[config.mk]
export PLATFORM = sky130hd
export DESIGN_NAME = axicb_slv_switch_rd
export DESIGN_NICKNAME = d
export VERILOG_FILES = /design/src/rtl/axicb_slv_switch_rd.sv
export SDC_FILE = /design/constraint.sdc
export NUM_CORES = 1
export LEC_CHECK = 0
export BUFFER_PORTS_ARGS = -buffer_cell sky130_fd_sc_hd__buf_2
export CAP_MARGIN = 20
export CELL_PAD_IN_SITES_DETAIL_PLACEMENT = 0
export CELL_PAD_IN_SITES_GLOBAL_PLACEMENT = 1
export CORE_ASPECT_RATIO = 1.25
export CORE_MARGIN = 2
export CORE_UTILIZATION = 33
export CTS_BUF_LIST = sky130_fd_sc_hd__clkbuf_4 sky130_fd_sc_hd__clkbuf_8 sky130_fd_sc_hd__clkbuf_16
export CTS_CLUSTER_DIAMETER = 120
export DETAILED_ROUTE_END_ITERATION = 8
export PLACE_DENSITY_LB_ADDON = 0.1
export SLEW_MARGIN = 20
export SYNTH_ARGS = -nofsm -noshare
export SYNTH_HDL_FRONTEND = slang
export SYNTH_SLANG_ARGS = --single-unit
[constraint.sdc]
create_clock -name aclk -period 5.1 [get_ports aclk]
set_input_delay 0.765 -clock aclk [delete_from_list [all_inputs] [get_ports aclk]]
set_output_delay 0.765 -clock aclk [all_outputs]
set_load 0.1 [all_outputs]
[src/rtl/axicb_slv_switch_rd.sv]
// Slave-side AXI read switch: decodes ARADDR to one of SLV_NB slaves (or an internal DECERR responder)
// and arbitrates R bursts back to the master round-robin, with the grant locked for the whole burst.
module axicb_slv_switch_rd #(
  parameter int AXI_ADDR_W = 16,
  parameter int AXI_ID_W   = 8,
  parameter int AXI_DATA_W = 8,
  parameter int SLV_NB     = 4,
  parameter logic [AXI_ADDR_W-1:0] SLV0_START_ADDR = 'h0000,
  parameter logic [AXI_ADDR_W-1:0] SLV0_END_ADDR   = 'h0FFF,
  parameter logic [AXI_ADDR_W-1:0] SLV1_START_ADDR = 'h1000,
  parameter logic [AXI_ADDR_W-1:0] SLV1_END_ADDR   = 'h1FFF,
  parameter logic [AXI_ADDR_W-1:0] SLV2_START_ADDR = 'h2000,
  parameter logic [AXI_ADDR_W-1:0] SLV2_END_ADDR   = 'h2FFF,
  parameter logic [AXI_ADDR_W-1:0] SLV3_START_ADDR = 'h3000,
  parameter logic [AXI_ADDR_W-1:0] SLV3_END_ADDR   = 'h3FFF,
  parameter int ARCH_W = AXI_ID_W + AXI_ADDR_W + 8 + 13,
  parameter int RCH_W  = AXI_ID_W + AXI_DATA_W + 2
) (
  input  logic                    aclk,
  input  logic                    aresetn,
  input  logic                    srst,
  input  logic                    i_arvalid,
  output logic                    i_arready,
  input  logic [ARCH_W-1:0]       i_arch,
  output logic                    i_rvalid,
  input  logic                    i_rready,
  output logic                    i_rlast,
  output logic [RCH_W-1:0]        i_rch,
  output logic [SLV_NB-1:0]       o_arvalid,
  input  logic [SLV_NB-1:0]       o_arready,
  output logic [ARCH_W-1:0]       o_arch,
  input  logic [SLV_NB-1:0]       o_rvalid,
  output logic [SLV_NB-1:0]       o_rready,
  input  logic [SLV_NB-1:0]       o_rlast,
  input  logic [SLV_NB*RCH_W-1:0] o_rch
);

  localparam int NSRC = SLV_NB + 1;
  localparam int SW   = $clog2(NSRC);

  typedef enum logic {DEC_IDLE, DEC_RESP} dec_state_t;
  typedef enum logic {R_IDLE, R_BURST} r_state_t;

  logic [AXI_ADDR_W-1:0] ar_addr;
  logic [7:0]            ar_len;
  logic [AXI_ID_W-1:0]   ar_id;
  logic [AXI_ADDR_W-1:0] win_lo [4];
  logic [AXI_ADDR_W-1:0] win_hi [4];
  logic [SLV_NB-1:0]     ar_sel;
  logic                  ar_miss;

  assign ar_id   = i_arch[0 +: AXI_ID_W];
  assign ar_addr = i_arch[AXI_ID_W +: AXI_ADDR_W];
  assign ar_len  = i_arch[AXI_ID_W+AXI_ADDR_W +: 8];

  assign win_lo[0] = SLV0_START_ADDR;
  assign win_hi[0] = SLV0_END_ADDR;
  assign win_lo[1] = SLV1_START_ADDR;
  assign win_hi[1] = SLV1_END_ADDR;
  assign win_lo[2] = SLV2_START_ADDR;
  assign win_hi[2] = SLV2_END_ADDR;
  assign win_lo[3] = SLV3_START_ADDR;
  assign win_hi[3] = SLV3_END_ADDR;

  // Lowest index wins when windows overlap: only the first hit sets a select bit.
  always_comb begin
    ar_sel = '0;
    for (int x = 0; x < SLV_NB; x++) begin
      if (!(|ar_sel) && ar_addr >= win_lo[x] && ar_addr <= win_hi[x]) ar_sel[x] = 1'b1;
    end
  end

  assign ar_miss   = ~(|ar_sel);
  assign o_arvalid = {SLV_NB{i_arvalid}} & ar_sel;
  assign o_arch    = i_arch;

  // DECERR responder
  dec_state_t            dec_state_q, dec_state_d;
  logic [AXI_ID_W-1:0]   dec_id_q, dec_id_d;
  logic [7:0]            dec_len_q, dec_len_d;
  logic [7:0]            dec_cnt_q, dec_cnt_d;
  logic                  dec_rvalid, dec_rlast, dec_rready;

  assign dec_rvalid = (dec_state_q == DEC_RESP);
  assign dec_rlast  = dec_rvalid && (dec_cnt_q == dec_len_q);
  assign i_arready  = ar_miss ? (dec_state_q == DEC_IDLE) : |(o_arready & ar_sel);

  always_comb begin
    dec_state_d = dec_state_q;
    dec_id_d    = dec_id_q;
    dec_len_d   = dec_len_q;
    dec_cnt_d   = dec_cnt_q;
    case (dec_state_q)
      DEC_IDLE: begin
        if (i_arvalid && ar_miss) begin
          dec_state_d = DEC_RESP;
          dec_id_d    = ar_id;
          dec_len_d   = ar_len;
          dec_cnt_d   = '0;
        end
      end
      DEC_RESP: begin
        if (dec_rready) begin
          if (dec_rlast) dec_state_d = DEC_IDLE;
          else           dec_cnt_d   = dec_cnt_q + 8'd1;
        end
      end
      default: dec_state_d = DEC_IDLE;
    endcase
    if (srst) begin
      dec_state_d = DEC_IDLE;
      dec_id_d    = '0;
      dec_len_d   = '0;
      dec_cnt_d   = '0;
    end
  end

  // R arbitration: slaves at 0..SLV_NB-1, DECERR responder at SLV_NB
  r_state_t         r_state_q, r_state_d;
  logic [SW-1:0]    rr_ptr_q, rr_ptr_d;
  logic [SW-1:0]    gnt_q, gnt_d;
  logic [NSRC-1:0]  src_vld, src_last, src_rdy;
  logic [RCH_W-1:0] src_dat [NSRC];
  logic [SW-1:0]    rr_pick, gnt, nxt_ptr;
  logic             rr_found, gnt_vld, r_hs;

  assign src_vld  = {dec_rvalid, o_rvalid};
  assign src_last = {dec_rlast, o_rlast};

  always_comb begin
    for (int x = 0; x < SLV_NB; x++) src_dat[x] = o_rch[x*RCH_W +: RCH_W];
    src_dat[SLV_NB] = {2'b11, {AXI_DATA_W{1'b0}}, dec_id_q};
  end

  always_comb begin
    int idx;
    rr_pick  = '0;
    rr_found = 1'b0;
    for (int k = 0; k < NSRC; k++) begin
      idx = int'(rr_ptr_q) + k;
      if (idx >= NSRC) idx = idx - NSRC;
      if (!rr_found && src_vld[idx]) begin
        rr_found = 1'b1;
        rr_pick  = SW'(idx);
      end
    end
  end

  assign gnt     = (r_state_q == R_BURST) ? gnt_q : rr_pick;
  assign gnt_vld = (r_state_q == R_BURST) || rr_found;

  always_comb begin
    for (int x = 0; x < NSRC; x++) src_rdy[x] = gnt_vld && (gnt == SW'(x)) && i_rready;
  end

  assign o_rready   = src_rdy[SLV_NB-1:0];
  assign dec_rready = src_rdy[SLV_NB];
  assign i_rvalid   = gnt_vld && src_vld[gnt];
  assign i_rlast    = gnt_vld && src_last[gnt];
  assign i_rch      = gnt_vld ? src_dat[gnt] : '0;
  assign r_hs       = i_rvalid && i_rready;
  assign nxt_ptr    = (gnt == SW'(NSRC-1)) ? '0 : gnt + 1'b1;

  always_comb begin
    r_state_d = r_state_q;
    rr_ptr_d  = rr_ptr_q;
    gnt_d     = gnt_q;
    if (r_hs) begin
      if (i_rlast) begin
        r_state_d = R_IDLE;
        rr_ptr_d  = nxt_ptr;
      end else begin
        r_state_d = R_BURST;
        gnt_d     = gnt;
      end
    end
    if (srst) begin
      r_state_d = R_IDLE;
      rr_ptr_d  = '0;
      gnt_d     = '0;
    end
  end

  always_ff @(posedge aclk or negedge aresetn) begin
    if (!aresetn) begin
      dec_state_q <= DEC_IDLE;
      dec_id_q    <= '0;
      dec_len_q   <= '0;
      dec_cnt_q   <= '0;
      r_state_q   <= R_IDLE;
      rr_ptr_q    <= '0;
      gnt_q       <= '0;
    end else begin
      dec_state_q <= dec_state_d;
      dec_id_q    <= dec_id_d;
      dec_len_q   <= dec_len_d;
      dec_cnt_q   <= dec_cnt_d;
      r_state_q   <= r_state_d;
      rr_ptr_q    <= rr_ptr_d;
      gnt_q       <= gnt_d;
    end
  end

endmodule

==> flow_summary.ini <==
[logic_synthesis]
syn-num-nets = 687
synth_edf_count = 0
synth_top_family_by_area = simple AND/OR/NAND/NOR gates
syn_area_per_cell_um2 = 7.780
yosysWarnings = 0
ys_seq_area_frac = 0.1917
synth_fa_ha_area_frac = 0.04792
syn_inst = 537
ys_seq_elements = 32
async_flop_share = 1.000
synth_compound_area_frac = 0.2174
yosys.area_share.simple = 0.2336
synth_xor_area_frac = 0.03983
yosys_most_used_dff = dfrtp_1
netlist_area_mm2 = 0.004178
synth_cell_types = 69
muxShareOfSynthArea = 0.1390

[layout]
fin_nets = 807
stdcell_count = 822
diodes = 0
area.growth.synth_to_final_pct = 39.14
drive_gt1_frac = 0.4088

[status]
run_status = completed

[worst_setup_path]
reg2regPathDepth = 15
worstSetupEndpointType = primary output
startpoint_type = flop
cp_max_fo = 26
crit_chain = buf_6 -> ha_1 -> a21oi_4 -> mux4_2 -> or3_1 -> o221a_2 -> nor3_4 -> o211ai_2 -> nand2_2 -> clkinv_4 -> o21ai_0 -> mux2_2 -> a22oi_1 -> nor2_2 -> buf_4
cpPeakStageDelay_ps = 540
worstSetupPathType = reg2out
path_depth = 15
crit_buf_inv = 3
critical-path-top-delay-family = simple AND/OR/NAND/NOR gates
cp.arrival_ps = 4120
worst-endpoint-required_ps = 4340
critPathSlowestCell = mux4_2

[cts]
cts.clk_slew.worst_paths_ps = 50
clkLatencyLatePin_ps = 270
numCtsBuffers = 5
cts-hold-fix-buffers = 0
cts_max_path_buffers = 2
cts.sinks = 32
clockRootBuffer = clkbuf_16
cts_tree = yes
cts_max_level = 2

[floorplanning]
die_w_um = 104.6
design.core.area_mm2 = 0.01227
start_util = 0.3404
dieArea_mm2 = 0.01358
die_y_um = 129.8
rows = 45
pin_count = 208

[route]
wire_per_inst_um = 17.07
drt-vias-per-instance = 5.217
wirelength_mm = 14.04
wl_met3_um = 814
drt_first_pass_iters = 4
top_layer = met4
num_vias = 4288
m1WireLength_mm = 5.523
drc_errors = 0
ant_nets = 0
drt_iter0_markers = 174
route.met2.wl_mm = 7.173

[worst_hold_path]
hold_depth = 2
hold_class = reg2reg

[timing]
tightest_slew_ps = 800.8
hold_viol = 0
rsz0062_at_grt = yes
slew_headroom = 0.4612
setup_viol = 0
fin_crit_ps = 4888
slew_viol_final = 0
fin_tns_setup_ps = 0
period_share = 0.9584
max_freq_ghz = 0.2046
skew_ps = 3.913

[global_route]
globalRouteOverflowTotal = 0
antenna_found_initial = 0
grt_max_degree = 33
grt_pass1_wl_mm = 21.71
grt_pass1_vias = 4310
grt_usage = 0.1984

[run]
cap_violations = 0

[placed_design]
gp_congestion = 0.8923
io_buffer_count = 157
dpl.hpwl_mm = 11.08
dp_cells = 812
-- timing repair --
action | CTS | global route
endpoints found under the setup margin | 2 | 22
pin swaps | 0 | 3
setup buffers | 0 | 1
gates cloned | 0 | 1
gates resized for setup | 1 | 26
endpoints found under the hold margin | 0 | 0
-- cell families (layout without fill, tap and decap cells) --
logic type / after synthesis / in the layout
AND/OR/NAND/NOR: 207 / 207
adder cells (fa/ha/maj): 16 / 16
XOR/XNOR: 19 / 19
buffers and inverters: 91 / 212
multiplexers: 52 / 52
AO/OA/AOI/OAI: 120 / 120
flip-flops: 32 / 32
-- worst reg2reg max path: cells and delay by family (launching register included) --
kind	cells	cell delay, ps
adders and majority gates	1	290
xor gates and xnor gates	1	160
and+or+nand+nor	8	1720
DFF	1	410
muxes	1	540
buffers and inverters	2	420
AOI/OAI and AO/OA	2	650
-- layout by cell type (no fill, tap or decap), drive strengths merged, types with 4 or more instances in the layout --
master     n
dfrtp     32
nand3      6
nor2      50
a211oi     5
a21oi     27
o211ai     4
ha        16
mux2       5
buf      187
nor2b      6
nand2b     7
nand2     87
o21ai     22
a22oi     11
o211a      5
a2111oi   10
inv       14
and3       8
or3        4
xnor2     11
mux2i     43
o21a       4
clkbuf     7
nor3      12
xor2       8
nand4      7
mux4       4
-- registers in the layout (all words and copies together) (netlist names) --
signal / flops
dec_cnt_q: 8
dec_id_q: 8
dec_len_q: 8
gnt_q: 3
rr_ptr_q: 3
dec_rvalid: 1
r_state_q: 1
-- final timing paths --
kind,from,to,slack (ps)
setup reg to reg,rr_ptr_q[0],dec_cnt_q[6],780
min in group asynchronous,aresetn,dec_len_q[5],550
setup / recovery,rr_ptr_q[0],i_rvalid,210
hold / removal,gnt_q[1],gnt_q[1],530
max in group asynchronous,aresetn,rr_ptr_q[2],4050
hold reg to reg,gnt_q[1],gnt_q[1],530
-- per-stage QoR --
step / hold slack [ps] / cell area [µm²] / setup slack (ps) / util
2_1_floorplan: 469.4 / 4486 / -89.69 / -
3_3_place_gp: 519.0 / 5503 / 278.7 / 0.4483
3_5_place_dp: 531.4 / 5505 / 305.1 / 0.4485
4_1_cts: 538.7 / 5675 / 2.471 / 0.4624
5_1_grt: 559.5 / 5813 / -22.46 / 0.4736
6_report: 532.6 / 5813 / 212.3 / 0.4736
-- cells in the mapped netlist (3+ instances only) --
master	instances	area, µm²
a2111oi_0	9	78.83
a211oi_1	5	37.54
a21oi_1	25	125.1
a22oi_1	11	82.58
a2bb2oi_1	3	26.28
a31oi_1	3	18.77
and2_1	3	18.77
and3_1	8	50.05
buf_2	10	50.05
buf_4	49	367.9
clkbuf_1	15	56.30
dfrtp_1	32	800.8
ha_1	16	200.2
inv_1	12	45.04
inv_2	3	11.26
mux2_2	4	45.04
mux2i_1	43	430.4
mux4_2	4	90.09
nand2_1	87	326.6
nand2b_1	7	43.79
nand3_1	6	30.03
nand4_1	7	43.79
nor2_1	50	187.7
nor2b_1	6	37.54
nor3_1	12	60.06
nor3b_1	3	22.52
nor4_1	3	18.77
o211a_1	5	50.05
o21a_1	4	30.03
o21ai_0	21	105.1
or3_1	4	25.02
xnor2_1	11	96.34
xor2_1	8	70.07
-- per-layer routing --
layer  global-route usage  up-vias
met1               0.2192     1977
met2               0.3699      159
met4              0.08627        0
li1                     -     2112
met5                    0        -
met3              0.04096       40
-- area by class of cell --
type | count | area, µm²
inverters | 16 | 67.56
flip-flops and latches | 32 | 803.3
repair buffers | 188 | 1375
well taps | 164 | 205.2
fillers | 1263 | 6461
clock inverters | 2 | 35.03
multi-input cells | 414 | 3194
clock buffers | 6 | 132.6
Power is not shown: default switching activity piles up to over one toggle a cycle in this logic, so the estimate is an artifact.
